==> src/rtl/state_timer_pkg.sv <==
// state_timer_pkg: shared width, controller state codes and timer FSM encoding
package state_timer_pkg;
  localparam int TW = 19;
  localparam logic [3:0] ST_T1   = 4'b0010;
  localparam logic [3:0] ST_T0_A = 4'b0011;
  localparam logic [3:0] ST_T0_B = 4'b0100;
  localparam logic [3:0] ST_T0_C = 4'b0101;
  typedef enum logic [1:0] {IDLE = 2'd0, RUN = 2'd1, DONE = 2'd2} fsm_e;
endpackage

==> src/rtl/state_timer_if.sv <==
// state_timer_if: controller-to-timer bundle; master drives present_state/tout/pause, slave returns time_up/busy/remaining
interface state_timer_if #(parameter int TW = state_timer_pkg::TW);
  logic [3:0]    present_state;
  logic [TW-1:0] tout;
  logic          pause;
  logic          time_up;
  logic          busy;
  logic [TW-1:0] remaining;
  modport master (output present_state, tout, pause, input time_up, busy, remaining);
  modport slave (input present_state, tout, pause, output time_up, busy, remaining);
endinterface

==> src/rtl/state_timer_tick_gen.sv <==
// tick_gen: prescaler emitting tick on the wrap cycle; ports clk, rst_n, clear_i (restart), hold_i (freeze), tick_o
module tick_gen #(
  parameter int TICK_DIV = 50000
) (
  input  logic clk,
  input  logic rst_n,
  input  logic clear_i,
  input  logic hold_i,
  output logic tick_o
);
  logic [15:0] cnt_q, cnt_d;
  assign tick_o = !hold_i && cnt_q == 16'(TICK_DIV - 1);
  always_comb cnt_d = clear_i ? '0 : hold_i ? cnt_q : tick_o ? '0 : cnt_q + 16'd1;
  always_ff @(posedge clk or negedge rst_n)
    if (!rst_n) cnt_q <= '0;
    else cnt_q <= cnt_d;
endmodule

==> src/rtl/state_timer.sv <==
// state_timer: per-state duration timer with load-on-change, pause and one-cycle time_up; ports clk, rst_n, bus (slave)
module state_timer
  import state_timer_pkg::*;
#(
  parameter int TICK_DIV = 50000,
  parameter int TW       = state_timer_pkg::TW
) (
  input  logic          clk,
  input  logic          rst_n,
  state_timer_if.slave  bus
);
  logic [3:0]    prev_q;
  fsm_e          st_q, st_d;
  logic [TW-1:0] cnt_q, cnt_d;
  logic          up_q, up_d, busy_q, busy_d;
  logic          change, tick;
  assign change = bus.present_state != prev_q;
  tick_gen #(.TICK_DIV(TICK_DIV)) u_tick (
    .clk    (clk),
    .rst_n  (rst_n),
    .clear_i(change),
    .hold_i (bus.pause || st_q != RUN),
    .tick_o (tick)
  );
  // a load on change always beats a coincident tick
  always_comb begin
    st_d  = st_q;
    cnt_d = cnt_q;
    up_d  = 1'b0;
    if (change) begin
      st_d  = (bus.tout != '0) ? RUN : IDLE;
      cnt_d = bus.tout;
    end else if (st_q == RUN && tick && cnt_q != '0) begin
      cnt_d = cnt_q - TW'(1);
      up_d  = cnt_q == TW'(1);
      st_d  = (cnt_q == TW'(1)) ? DONE : RUN;
    end
    busy_d = st_d == RUN;
  end
  always_ff @(posedge clk or negedge rst_n)
    if (!rst_n) begin
      prev_q <= '0;
      st_q   <= IDLE;
      cnt_q  <= '0;
      up_q   <= 1'b0;
      busy_q <= 1'b0;
    end else begin
      prev_q <= bus.present_state;
      st_q   <= st_d;
      cnt_q  <= cnt_d;
      up_q   <= up_d;
      busy_q <= busy_d;
    end
  assign bus.time_up   = up_q;
  assign bus.busy      = busy_q;
  assign bus.remaining = cnt_q;
endmodule
==> src/flat_wrapper.sv <==
// flat-port wrapper written by rule: the top's interface ports become plain ports
module state_timer_flat import state_timer_pkg::*;
#(
  parameter int TICK_DIV = 50000,
  parameter int TW       = state_timer_pkg::TW
)
  (clk, rst_n, bus_present_state, bus_tout, bus_pause, bus_time_up, bus_busy, bus_remaining);
  state_timer_if #(.TW(TW)) bus_i ();
  input  logic clk;
  input  logic rst_n;
  input wire logic [$bits(bus_i.present_state)-1:0] bus_present_state;
  input wire logic [$bits(bus_i.tout)-1:0] bus_tout;
  input wire logic [$bits(bus_i.pause)-1:0] bus_pause;
  output wire logic [$bits(bus_i.time_up)-1:0] bus_time_up;
  output wire logic [$bits(bus_i.busy)-1:0] bus_busy;
  output wire logic [$bits(bus_i.remaining)-1:0] bus_remaining;
  assign bus_i.present_state = bus_present_state;
  assign bus_i.tout = bus_tout;
  assign bus_i.pause = bus_pause;
  assign bus_time_up = bus_i.time_up;
  assign bus_busy = bus_i.busy;
  assign bus_remaining = bus_i.remaining;
  state_timer #(.TICK_DIV(TICK_DIV), .TW(TW)) u_core (.clk(clk), .rst_n(rst_n), .bus(bus_i));
endmodule
==> config.mk <==
export PLATFORM = sky130hd
export DESIGN_NAME = state_timer_flat
export DESIGN_NICKNAME = d
export VERILOG_FILES = /design/src/rtl/state_timer_pkg.sv /design/src/rtl/state_timer_if.sv /design/src/rtl/state_timer_tick_gen.sv /design/src/rtl/state_timer.sv /design/src/flat_wrapper.sv
export SDC_FILE = /design/constraint.sdc
export NUM_CORES = 1
export LEC_CHECK = 0
export CAP_MARGIN = 5
export CORE_MARGIN = 1.5
export CORE_UTILIZATION = 38
export DETAILED_ROUTE_END_ITERATION = 10
export PLACE_DENSITY = 0.67
export SYNTH_ARGS = -nofsm -noshare
export SYNTH_HDL_FRONTEND = slang
export SYNTH_HIERARCHICAL = 1
export SYNTH_SLANG_ARGS = --single-unit
==> constraint.sdc <==
create_clock -name clk -period 3.15 [get_ports clk]
set_input_delay 0.315 -clock clk [delete_from_list [all_inputs] [get_ports clk]]
set_output_delay 0.315 -clock clk [all_outputs]
set_load 0.02 [all_outputs]
# Word-level counts from Yosys, hierarchy flattened
# Cells that the tools add are included.
[totals] regBits=43 inputBits=26 wordCells=34 out_inout_bits=21
[op_classes] reduce_logical=8 n_eq_ne=7 mux=11 addsub=2
[ops] cell="$mux 16" count=3
[ops] cell="$mux 19" count=2
[ops] cell="$reduce_bool 19->1" count=2
[ops] cell="$eq 19x1->1 const B" count=1
[ops] cell="$sub 19x1->19 const B" count=1
[ops] cell="$add 16x1->16 const B" count=1
[ops] cell="$eq 16x16->1 const B" count=1
[ops] cell="$mux 2" count=3
[ops] cell="$eq 2x1->1 const B" count=2
[ops] cell="$ne 4x4->1" count=1
[ops] cell="$logic_and 1x1->1" count=3
[ops] cell="$mux 1" count=3
[ops] cell="$ne 2x1->1 const B" count=1
[ops] cell="$ne 2x2->1 const B" count=1
[ops] cell="$reduce_bool 2->1" count=1
[ops] cell="$logic_not 1->1" count=1
[ops] cell="$logic_or 1x1->1" count=1

# Depth between registers and ports, before layout
# Gate-level depths: netlist (run 1).
[logic_depth] word_depth=9 mapped_depth=11 depth_no_buf=11

# Modules after synthesis
# The synthesis (run 1) kept the hierarchy.
[modules_own_cells] mod="state_timer" instances=1 area_per_inst_um2=1546.5 seq_area_each_um2=675.6 cells_per_inst=162
[modules_own_cells] mod="tick_gen" instances=1 area_per_inst_um2=912.1 seq_area_each_um2=400.4 cells_per_inst=93

# Worst setup path after synthesis (run 1)
# No wires, ideal clock.
[synth_path] path_type="reg2reg" startpoint="register u_core.st_q[1]" endpoint="register u_core.cnt_q[16], in the netlist u_core/bus.remaining[16]" required_time_ns=3.014 slack_ns=0.503 path_stages_with_launch=11 synth_period_minus_slack_ns=2.647 n_path_buf=0 t_arrival_ns=2.512 setup_ns=0.136 path_cell_list="dfrtp_1 or3_1 nor2b_1 nand2_1 nor4_1 and3_1 nand4b_1 or4_4 nor4_2 xnor2_1 o21ai_0"
[synth_via] elab_chain_cells=7 elab_cells_between_ends=8 cone_classes="2 x eq/ne; 6 x reduce/logical"
[synth_rtl] element="from (decl)" line="state_timer.sv:13" source="fsm_e st_q, st_d;"
[synth_rtl] element="from (signal assigned)" line="state_timer.sv:49" source="st_q <= st_d;"
[synth_rtl] element="$ne 2x1->1" line="state_timer.sv:22" source=".hold_i (bus.pause || st_q != RUN),"
[synth_rtl] element="$logic_or 1x1->1" line="state_timer.sv:22"
[synth_rtl] element="$logic_not 1->1" line="state_timer_tick_gen.sv:12" source="assign tick_o = !hold_i && cnt_q == 16'(TICK_DIV - 1);"
[synth_rtl] element="$logic_and 1x1->1" line="state_timer_tick_gen.sv:12"
[synth_rtl] element="net u_core.tick" line="state_timer.sv:16" source="logic change, tick;"
[synth_rtl] element="$logic_and 1x1->1 (2 in series)" line="state_timer.sv:33" source="end else if (st_q == RUN && tick && cnt_q != '0) begin"
[synth_rtl] element="$reduce_bool 2->1 (no source line)"
[synth_rtl] element="to (signal assigned)" line="state_timer.sv:50" source="cnt_q <= cnt_d;"
[synth_rtl] element="to (decl)" line="state_timer.sv:14" source="logic [TW-1:0] cnt_q, cnt_d;"
# The timed path passes the listed nets, and every way through them passes these cells.
# A chain may end at the register's enable or synchronous reset.

# Worst setup path after layout (run 1)
[layout_path] startpoint="register u_core.st_q[0]" endpoint="register u_core.cnt_q[16], in the netlist u_core/bus.remaining[16]"
# Same word-level chain as after synthesis.

==> flow_metrics.env, run 1 <==
export IMPL_status="complete, no violations"
export IMPL_dp_final_hpwl_um=4260
export IMPL_timing_final_max_slew_violations=0
export IMPL_initial_antenna_violation_count=0
export IMPL_max_slew_worst_pin_slew_ns=0.967
export IMPL_num_fill_cells=597
export IMPL_setup_tns_final_ns=0
export IMPL_synth_top_cell_area_share=0.438
export IMPL_final_critical_path_setup_slack_ns=0.259
export IMPL_synth_cell_area_um2=2460
export IMPL_post_route_worst_hold_slack_ns=0.155
export IMPL_finalNonFillerCells=378
export IMPL_post_cts_resize_count=0
export IMPL_post_dp_cell_area_um2=2970
export IMPL_finish_net_count=329
export IMPL_clk_insertion_delay_late_ns=0.30
export IMPL_clkSlewWorstSetupHoldPaths_ns=0.09
export IMPL_slew_headroom=0.355
export IMPL_syn_num_nets=284
export IMPL_design_portCount=47
export IMPL_fp_row_count=29
export IMPL_firstDrtPassIters=4
export IMPL_antenna_cells=0
export IMPL_dr_total_vias=2152
export IMPL_synth_avg_cell_area_um2=9.64
export IMPL_ys_flop_type="dfrtp_1"
export IMPL_finalSetupViolations=0
export IMPL_cp_data_arrival_time_ns=3.07
export IMPL_cts_buffers=5
export IMPL_sw_frac_of_total=0.289
export IMPL_finalCriticalPeriod_ns=2.89
export IMPL_synthDominantAreaCellType="dfrtp_1"
export IMPL_grt_setup_unrepaired="no"
export IMPL_number_of_h_tree_branching_levels=2
export IMPL_worst_setup_path_start_kind="flop"
export IMPL_share_clk_of_total_power=0.303
export IMPL_wl_per_cell_um=15.4
export IMPL_timing_critical_path_required_ns=3.32
export IMPL_drive_above_1_share=0.0930
export IMPL_power_switching_mw=0.337
export IMPL_grt_pass1_vias=2014
export IMPL_chipWidth_um=83.4
export IMPL_yosysSeqAreaShare=0.438
export IMPL_die_h_um=83.4
export IMPL_critPathKind="reg -> reg"
export IMPL_route_detailed_drc=0
export IMPL_place_congestion=0.808
export IMPL_design_die_area_um2=6960
export IMPL_cts_hold_fix_buffers=0
export IMPL_clock_skew_ns=0.00997
export IMPL_global_route_usage_total=0.173
export IMPL_pre_cts_setup_slack_ns=0.0595
export IMPL_cts_setup_buffers=0
export IMPL_route_antenna_remaining_nets=0
export IMPL_tritoncts_clock_tree="yes"
export IMPL_layout_commonest_cell="clkdlybuf4s50_1"
export IMPL_postLayoutCellArea_um2=3060
export IMPL_hold_viol=0
export IMPL_critical_path_endpoint_type="flop"
export IMPL_yosysWarningCount=6
export IMPL_synthArstFlopShare=1.00
export IMPL_start_util=0.389
export IMPL_core_area_um2=6310
export IMPL_first_iter_violations=152
export IMPL_cts_root_buffer_cell="clkbuf_8"
export IMPL_post_route_period_util=0.918
export IMPL_grt_overflow_total=0
export IMPL_power_combinational_fraction=0.173
export IMPL_via_per_inst=5.69
export IMPL_power_density_nw_per_um2=382
export IMPL_cts_sink_count=43
export IMPL_maxCapViolCount=0
export IMPL_grt_first_pass_wirelength_um=9880
export IMPL_synth_edff_count=0
export IMPL_mostFrequentLayoutCells="45 x clkdlybuf4s50_1, 43 x dfrtp_1, 24 x nand2_1"
export IMPL_ys_ff_latch=43
export IMPL_post_synth_num_cell_types=59
export IMPL_post_synth_inst_count=255
export IMPL_fmax_ghz=0.346
export IMPL_dp_cells=370
export IMPL_power_share_sequential=0.524
export IMPL_totalWireLength_um=5820
export IMPL_cts_buffer_depth=2
export IMPL_area_growth_pct=24.3
export IMPL_holdCritPathClass="in -> async"
export IMPL_leakagePower_nw=1.18
export IMPL_ys_top_cells_by_area="dfrtp_1 44%, xnor2_1 3.9%, o21ai_0 3.9%, nand2_1 3.7%, xor2_1 3.2%"
export IMPL_buffer_ports_inserted=46
export IMPL_p_int_mw=0.830
export IMPL_crit_fanout=5
export IMPL_grt_max_degree=44
export IMPL_vdd_drop_max_v=0.000253
## synthesized netlist by cell type (2+ instances only)
library cell  instances
o311ai_0              3
o211ai_1              3
or3_1                12
and3_1                3
inv_1                 4
ha_1                  3
o31ai_1               3
o21a_1                3
nand2_1              24
nor3_1                7
xnor2_1              11
nor4_1                6
and2_1                2
clkbuf_1              3
a21oi_1              10
or4_1                 6
and3_2                3
nor4b_1               3
nor2_1               13
o41ai_1               2
nand3b_1              2
or3b_1                2
nand3_1              10
nand4_1               5
buf_2                 2
o21ai_0              19
nand2b_1              2
a311o_1               2
xor2_1                9
or3_2                 2
a311oi_1              2
and4_1                3
dfrtp_1              43
buf_4                 3
## state kept, by name (all words and copies together), names as in the netlist
| signal | count |
|---|---|
| u_core/bus.busy | 1 |
| u_core/st_q | 2 |
| u_core/bus.time_up | 1 |
| u_core/bus.remaining | 19 |
| u_core/u_tick/cnt_q | 16 |
| u_core/prev_q | 4 |
## power groups by stage
stage          clock network, mW  logic [mW]  registers (mW)
6_report                   0.354       0.202           0.611
5_1_grt                    0.387       0.221           0.616
4_1_cts                    0.367       0.205           0.611
3_5_place_dp                   0       0.204           0.622
3_3_place_gp                   0       0.202           0.622
2_1_floorplan                  0      0.0699           0.641
## path summary, 6_finish.rpt
check	startpoint	to	slack (ns)	cells after the start
min in group clk	bus_present_state[2]	u_core/prev_q[2]	0.50	1
min reg2reg	u_core/u_tick/cnt_q[0]	u_core/u_tick/cnt_q[0]	0.52	1
max in group asynchronous	rst_n	u_core/u_tick/cnt_q[14]	2.38	1
max	u_core/st_q[0]	u_core/bus.remaining[16]	0.26	11
max reg2reg	u_core/st_q[0]	u_core/bus.remaining[16]	0.26	11
min	rst_n	u_core/bus.remaining[17]	0.15	1
## cell type report
type	instances	area [um2]	share of cell area
Clock buffer	5	68.8	0.0225
Inverter	5	18.8	0.00614
Tap cell	77	96.3	0.0315
Clock inverter	3	20.0	0.00655
Timing Repair Buffer	49	478	0.156
Sequential cell	43	1080	0.352
Multi-Input combinational cell	196	1300	0.425
## worst max-delay path, cell delays in order, from the launching register on
cell and delay (ns):
dfrtp_1 0.41, inv_1 0.08, or3_1 0.37, nor2b_1 0.20, nand2_1 0.08, nor4_1 0.20, and3_1 0.23, nand4b_1 0.19
or4_4 0.51, nor4_2 0.26, xnor2_1 0.16, o21ai_0 0.09
## metrics by stage
step	power, mW	utilization
final	1.17	0.484
after detailed placement	0.826	0.470
after floorplan	0.711	-
after CTS	1.18	0.484
after global placement	0.824	0.470
after global routing	1.22	0.484
## kinds of logic (layout without fill, tap and decap cells)
group,count (synthesis),count (layout),synth area share
and+or+nand+nor,120,120,0.301
xor gates and xnor gates,20,20,0.0712
buffers and inverters,16,62,0.0346
DFF,43,43,0.438
adders and majority gates,3,3,0.0153
muxes,1,1,0.00407
AOI/OAI and AO/OA,52,52,0.136
## per-layer routing
layer	wire, um	vias up	share of wire	track usage
met1	2880	1044	0.50	0.260
met4	70	0	0.012	0.0507
met2	2590	59	0.45	0.258
li1	-	1043	-	-
met5	0	-	0	0
met3	270	6	0.046	0.0278
No activity file was read; power rests on OpenSTA's default activity.
==> run 2: changes to the inputs <==
CTS_CLUSTER_DIAMETER = 40   (was default)
==> results of run 2 <==
The final DEF is identical to that of run 1; final timing and power are the same.
==> run 3: changes to the inputs <==
CTS_CLUSTER_SIZE = 8   (was default)
PLACE_DENSITY = default   (was 0.67)
==> flow_metrics.env, run 3 (synthesis gave the netlist of run 1 again) <==
export IMPL_status="complete, no violations"
export IMPL_fmax_ghz=0.355
export IMPL_firstDrtPassIters=4
export IMPL_dr_total_vias=2140
export IMPL_wl_per_cell_um=15.6
export IMPL_layout_commonest_cell="clkdlybuf4s50_1"
export IMPL_timing_final_max_slew_violations=0
export IMPL_buffer_ports_inserted=46
export IMPL_leakagePower_nw=1.19
export IMPL_clk_insertion_delay_late_ns=0.29
export IMPL_largest_register_ff_count=19
export IMPL_setup_tns_final_ns=0
export IMPL_finish_net_count=329
export IMPL_via_per_inst=5.66
export IMPL_global_route_usage_total=0.173
export IMPL_grt_pass1_vias=2004
export IMPL_tritoncts_clock_tree="yes"
export IMPL_power_density_nw_per_um2=380
export IMPL_antenna_cells=0
export IMPL_critical_path_cell_by_cell="inv_1 > or3_1 > nor2b_1 > nand2_1 > nor4_1 > and3_1 > nand4b_1 > or4_4 > nor4_2 > xnor2_1 > o21ai_0"
export IMPL_place_congestion=0.799
export IMPL_vdd_drop_max_v=0.000192
export IMPL_critical_path_max_stage_delay_ns=0.50
export IMPL_clock_skew_ns=0.00801
export IMPL_slowest_stage_cell_crit_path="or4_4"
export IMPL_clkSlewWorstSetupHoldPaths_ns=0.09
export IMPL_cts_setup_buffers=0
export IMPL_design_portCount=47
export IMPL_timing_critical_path_required_ns=3.32
export IMPL_route_detailed_drc=0
export IMPL_start_util=0.389
export IMPL_maxCapViolCount=0
export IMPL_cts_sink_count=43
export IMPL_final_critical_path_setup_slack_ns=0.335
export IMPL_finalSetupViolations=0
export IMPL_grt_first_pass_wirelength_um=9810
export IMPL_drive_above_1_share=0.0930
export IMPL_mostFrequentLayoutCells="45 x clkdlybuf4s50_1, 43 x dfrtp_1, 24 x nand2_1"
export IMPL_number_of_h_tree_branching_levels=2
export IMPL_post_route_period_util=0.894
export IMPL_first_iter_violations=109
export IMPL_critical_path_endpoint_type="flop"
export IMPL_pre_cts_setup_slack_ns=0.107
export IMPL_reg2reg_to="u_core/bus.remaining[16]"
export IMPL_grt_max_degree=44
export IMPL_post_cts_resize_count=0
export IMPL_worst_setup_path_start_kind="flop"
export IMPL_grt_overflow_total=0
export IMPL_cts_root_buffer_cell="clkbuf_8"
export IMPL_hold_viol=0
export IMPL_holdCritPathClass="in -> async"
export IMPL_cts_buffer_depth=2
export IMPL_finalCoreUtilization=0.483
export IMPL_num_fill_cells=634
export IMPL_chipWidth_um=83.4
export IMPL_cts_buffers=5
export IMPL_dp_final_hpwl_um=4180
export IMPL_design_die_area_um2=6960
export IMPL_finalCriticalPeriod_ns=2.81
export IMPL_r2r_start="u_core/st_q[0]"
export IMPL_grt_setup_unrepaired="no"
export IMPL_area_growth_pct=24.1
export IMPL_fp_row_count=29
export IMPL_cts_hold_fix_buffers=0
export IMPL_initial_antenna_violation_count=0
export IMPL_worst_r2r_cell_count=11
export IMPL_cp_data_arrival_time_ns=2.98
export IMPL_totalWireLength_um=5880
export IMPL_max_slew_worst_pin_slew_ns=0.983
export IMPL_core_area_um2=6310
export IMPL_die_h_um=83.4
export IMPL_route_antenna_remaining_nets=0
export IMPL_reg2reg_slack_ns=0.34
export IMPL_slew_headroom=0.345
export IMPL_crit_fanout=5
export IMPL_critPathKind="reg -> reg"
==> run 3: cell count changes in the layout (fill, tap and decap cells not counted) <==
cell,previous run,this run
clkinv_2,1,3
clkinvlp_4,2,0
==> run 3: final cells by class <==
| class | instances | area [um2] | share of cell area |
|---|---|---|---|
| clock buffers | 5 | 68.8 | 0.0226 |
| clock inverters | 3 | 15.0 | 0.00492 |
| inverters | 5 | 18.8 | 0.00615 |
| multi-input cells | 196 | 1300 | 0.425 |
| flip-flops and latches | 43 | 1080 | 0.353 |
| well taps | 77 | 96.3 | 0.0316 |
| repair buffers | 49 | 478 | 0.157 |
==> run 3: critical path, delay by kind of cell, from the launching register on <==
family / cells / cell delay, ns
AO/OA/AOI/OAI: 1 / 0.09
XOR/XNOR: 1 / 0.14
buffers and inverters: 1 / 0.08
flip-flops: 1 / 0.40
AND/OR/NAND/NOR: 8 / 1.99
==> run 3: how the worst max path moves through the flow <==
stage	start	endpoint	slack, ns	depth (start not counted)
finish	u_core/st_q[0]	u_core/bus.remaining[16]	0.34	11
global route	u_core/st_q[0]	u_core/bus.remaining[16]	0.04	11
CTS	u_core/st_q[0]	u_core/bus.remaining[16]	0.32	11
detailed placement	bus_pause	u_core/bus.remaining[16]	0.11	11
global placement	bus_pause	u_core/bus.remaining[16]	0.13	11
floorplan	u_core/st_q[1]	u_core/bus.remaining[16]	0.50	10
==> run 3: per-stage QoR <==
step | area, um2 | power (mW) | instances | hold slack (ns)
floorplan | 2460 | 0.711 | 255 | 0.0194
global placement | 2970 | 0.825 | 370 | 0.502
detailed placement | 2970 | 0.825 | 370 | 0.506
CTS | 3050 | 1.17 | 378 | 0.218
global route | 3050 | 1.22 | 378 | 0.251
finish | 3050 | 1.16 | 378 | 0.176
==> run 3: per-layer routing <==
| layer | wire length (um) | track usage | vias to the layer above |
|---|---|---|---|
| li1 | - | - | 1046 |
| met1 | 2980 | 0.257 | 1050 |
| met5 | 0 | 0 | - |
| met2 | 2650 | 0.257 | 42 |
| met3 | 222 | 0.0398 | 2 |
| met4 | 31 | 0.0417 | 0 |
==> run 3: power by group <==
part / internal (mW) / leakage [nW] / switching [mW]
clock: 0.152 / 0.0477 / 0.194
sequential: 0.577 / 0.539 / 0.0335
combinational: 0.0984 / 0.600 / 0.104
total: 0.828 / 1.19 / 0.331
==> RTL edit 1: new RTL, settings of run 2 <==
Reset style: synchronous (`rst_n`), changed in 2 clocked blocks.
--- a/src/rtl/state_timer_tick_gen.sv
+++ b/src/rtl/state_timer_tick_gen.sv
@@ -12,5 +12,5 @@
   assign tick_o = !hold_i && cnt_q == 16'(TICK_DIV - 1);
   always_comb cnt_d = clear_i ? '0 : hold_i ? cnt_q : tick_o ? '0 : cnt_q + 16'd1;
-  always_ff @(posedge clk or negedge rst_n)
+  always_ff @(posedge clk)
     if (!rst_n) cnt_q <= '0;
     else cnt_q <= cnt_d;
--- a/src/rtl/state_timer.sv
+++ b/src/rtl/state_timer.sv
@@ -38,5 +38,5 @@
     busy_d = st_d == RUN;
   end
-  always_ff @(posedge clk or negedge rst_n)
+  always_ff @(posedge clk)
     if (!rst_n) begin
       prev_q <= '0;
Check against the original RTL: differs if rst_n is asserted again (counterexample within 4 cycles, from zero or initial values and one cycle with rst_n low); with rst_n held inactive, the same outputs for 10 cycles.
==> RTL edit 1 against run 2 <==
  * Routed wire length down 4.2%
  * Count of clock-buffer cells in the layout unchanged
  * Critical path type is now in -> reg
  * First-iteration DRC count is 51% lower
  * Highest routed layer unchanged
  * Total power is 0.88% lower
  * Synthesized area fell by 4.6%
  * Setup slack improved by 0.22 ns
  * Design area fell by 3.2%
  * Sequential cell count is the same
==> RTL edit 1: results (changes against run 2) <==
- Layout area overhead: 26.1%
- Area of the multi-input gates: 1400 um2 (+7.6%)
- Placed cell count: 379 (+2.4%)
- Seq group: 0.600 mW (-2%)
- Worst slack at placement: 0.174 ns (+0.115 ns)
- Flop2flop setup slack: 0.53 ns (+0.27 ns)
- Max IR drop VDD: 0.000158 V (-38%)
- # nets final: 340 (+3.3%)
- M1 GR Usage: 24.4% (-1.6 points)
- Top FF cell, synth: dfxtp_1
- Iter 0 DRT Violations: 74 (-51%)
- Worst hold margin: 0.491 ns (+0.336 ns)
- Min-Delay Path Class: reg -> reg
- Minimum clock period: 2.67 ns (-0.221 ns)
- First-pass GRT wire length: 9.52 mm (-3.7%)
- Routing usage on met2: 30.5% (+4.7 points)
- ClkCell Share: 2.83% (-0.074 points)
- Outcome: finished, final reports clean
- Vias in the first global route: 2064 (+2.5%)
- Largest net degree at the start of global routing: 41 (-6.8%)
- Comb pwr: 0.213 mW (+5%)
- Filler cells: 611 (+2.3%)
- Routed wire length: 5.57 mm (-4.2%)
- Non-clk bufs: 51 (+4.1%)
- Slew headroom: 46.1% (+11 points)
- Clock skew: 0.00775 ns (-0.00223 ns)
- Crit path max fanout: 8 (+3)
- Post-synthesis instance total: 262 (+2.7%)
- Combinational fraction of design power: 18.4% (+1.1 points)
- Synth top cells by count: dfxtp_1 (43), nor2_1 (22), o21ai_0 (22)
- Detailed-route via count: 2115 (-1.7%)
- Crit path capture: u_core/bus.remaining[17]
- Global routing's busiest layer: met2
- Wire per inst: 14.4 um (-6.5%)
- Signal buffers share of area: 16.8% (+1.2 points)
- Non-clock inverters: 7 (+2)
- Static Leak: 0.939 nW (-20%)
## RTL edit 1: cell types whose count changed after synthesis, moves of 5 or more
cell and delta:
a21oi_1 +8, dfrtp_1 -43, dfxtp_1 +43, nand2_1 -15, nor2_1 +9, nor4_2 +5, or3_1 -8
## RTL edit 1: kinds of logic after synthesis
group	count (synthesis)	share of synthesized area [%]
compound gates	61	16.1
simple gates	114	31.9
flops	43	36.7
buf+inv	16	4.05
xor+xnor	24	8.96
mux	1	0.640
fa+ha+maj	3	1.60
## RTL edit 1: per-layer routing
layer / up-vias / routed length (um)
met5: - / 0
met4: 0 / 54
met3: 6 / 340
met2: 62 / 2570
met1: 978 / 2610
li1: 1069 / -
## RTL edit 1: worst max-delay path, delay by kind of cell
kind | cells | cell delay (ns)
buffers and inverters | 1 | 0.40
AOI/OAI and AO/OA | 2 | 0.29
and+or+nand+nor | 6 | 1.90
==> RTL edit 2: new RTL, settings of run 2 <==
Without the edit above. Set the package constant `TW` to 38 (it was 19).
--- a/src/rtl/state_timer_pkg.sv
+++ b/src/rtl/state_timer_pkg.sv
@@ -1,5 +1,5 @@
 // state_timer_pkg: shared width, controller state codes and timer FSM encoding
 package state_timer_pkg;
-  localparam int TW = 19;
+  localparam int TW = 38;
   localparam logic [3:0] ST_T1   = 4'b0010;
   localparam logic [3:0] ST_T0_A = 4'b0011;
Ports: changed (resized bus_remaining and bus_tout); port bits go from 47 to 85. No check against the original RTL was run, so the function may have changed too.
==> RTL edit 2 against run 2 <==
  * Count of clock-buffer cells in the layout is 8 higher
  * Routed wire length increased by 79%
  * Via count grew 64%
  * Combinational power is 80% higher
  * Design area grew 59%
  * Critical endpoint is now u_core/bus.remaining[27]
  * Synthesized area up 49%
  * Global-route usage is 3.9 points higher
  * Total power increased by 70%
  * Sequential cell count up 19
  * Setup slack about the same
  * First-iteration DRC count increased by 31%
==> RTL edit 2: results (changes against run 2) <==
- DRT Pass-1 Iters: 6 (+2)
- Synth top cells by count: dfrtp_1 (62), nand2_1 (43), o21ai_0 (38)
- Total Routing Usage GR: 21.2% (+3.9 points)
- Slowest stage delay, CP: 0.42 ns (-0.09 ns)
- Max reg flops: 38 (+19)
- Vias in the first global route: 3444 (+71%)
- Syn_nets: 456 (+61%)
- First-pass GRT wire length: 17.0 mm (+72%)
- Share of cells above drive strength 1: 10.3% (+1.0 points)
- Clock slew at reported path FFs: 0.07 ns (-0.02 ns)
- Filler cells: 908 (+52%)
- Combinational fraction of design power: 18.4% (+1.1 points)
- Routed wire length: 10.4 mm (+79%)
- Port buffer count: 84 (+83%)
- GP Congestion: 0.877 (+8.5%)
- Crit path max fanout: 6 (+1)
- Vias per inst: 5.58 (-2.0%)
- # nets final: 546 (+66%)
- TritonCTS Buffers: 9 (+4)
- Internal power: 1.43 mW (+73%)
- Wire per inst: 16.5 um (+7.0%)
- Outcome: finished, final reports clean
- Worst slew pin tran: 0.862 ns (-0.105 ns)
- Met3 WL: 505 um (+87%)
- Dpl hpwl: 7.68 mm (+80%)
- Clock skew: 0.00756 ns (-0.00241 ns)
- Synth area leaders: dfrtp_1 (42%), xor2_1 (6.2%), o21ai_0 (5.2%)
- Register area share after synthesis: 42.5% (-1.3 points)
- Total length of routed met2 wires: 5.07 mm (+95%)
- Crit-path slowest cell: or3_2
- Iter 0 DRT Violations: 199 (+31%)
- Static Leak: 1.82 nW (+55%)
==> RTL edit 2: cells by family after synthesis <==
family | Yosys count | synth area share [%]
simple gates | 201 | 31.5
compound gates | 84 | 13.6
flops | 62 | 42.5
fa+ha+maj | 3 | 1.03
xor+xnor | 35 | 8.39
buf+inv | 23 | 3.05
==> RTL edit 2: through the flow <==
stage	power (mW)	setup slack, ns	hold slack, ns	util, %
2_1_floorplan	1.07	0.463	0.0194	-
3_3_place_gp	1.28	0.236	0.483	50.2
3_5_place_dp	1.29	0.160	0.489	50.2
4_1_cts	2.02	0.266	0.116	52.4
5_1_grt	2.09	0.00918	0.161	52.5
6_report	1.98	0.258	0.0922	52.5
==> RTL edit 2: worst paths after layout <==
path,endpoint,slack [ns]
max,u_core/bus.remaining[27],0.26
min,u_core/u_tick/cnt_q[14],0.09
max reg2reg,u_core/bus.remaining[27],0.26
min reg2reg,u_core/u_tick/cnt_q[0],0.53
max in group asynchronous,u_core/bus.remaining[30],2.30
min in group clk,u_core/prev_q[2],0.48
==> RTL edit 2: worst reg2reg max path, delay by kind of cell (launching register included) <==
| kind | cells | cell delay (ns) |
|---|---|---|
| simple gates | 10 | 2.30 |
| flops | 1 | 0.41 |
| compound gates | 1 | 0.10 |
==> RTL edit 2: layout make-up <==
cell class / count / area, um2 / share of cell area, %
multi-input combinational: 323 / 2000 / 41.1
inverter: 4 / 15.0 / 0.308
tap: 129 / 161 / 3.31
timing repair buffer: 98 / 941 / 19.3
clock inverter: 3 / 42.5 / 0.874
sequential: 62 / 1550 / 31.9
clock buffer: 13 / 159 / 3.26
==> RTL edit 2: timing repair <==
item,in CTS,in global routing
setup endpoints to repair,0,2
endpoints found under the hold margin,0,0
gates resized for setup,0,1
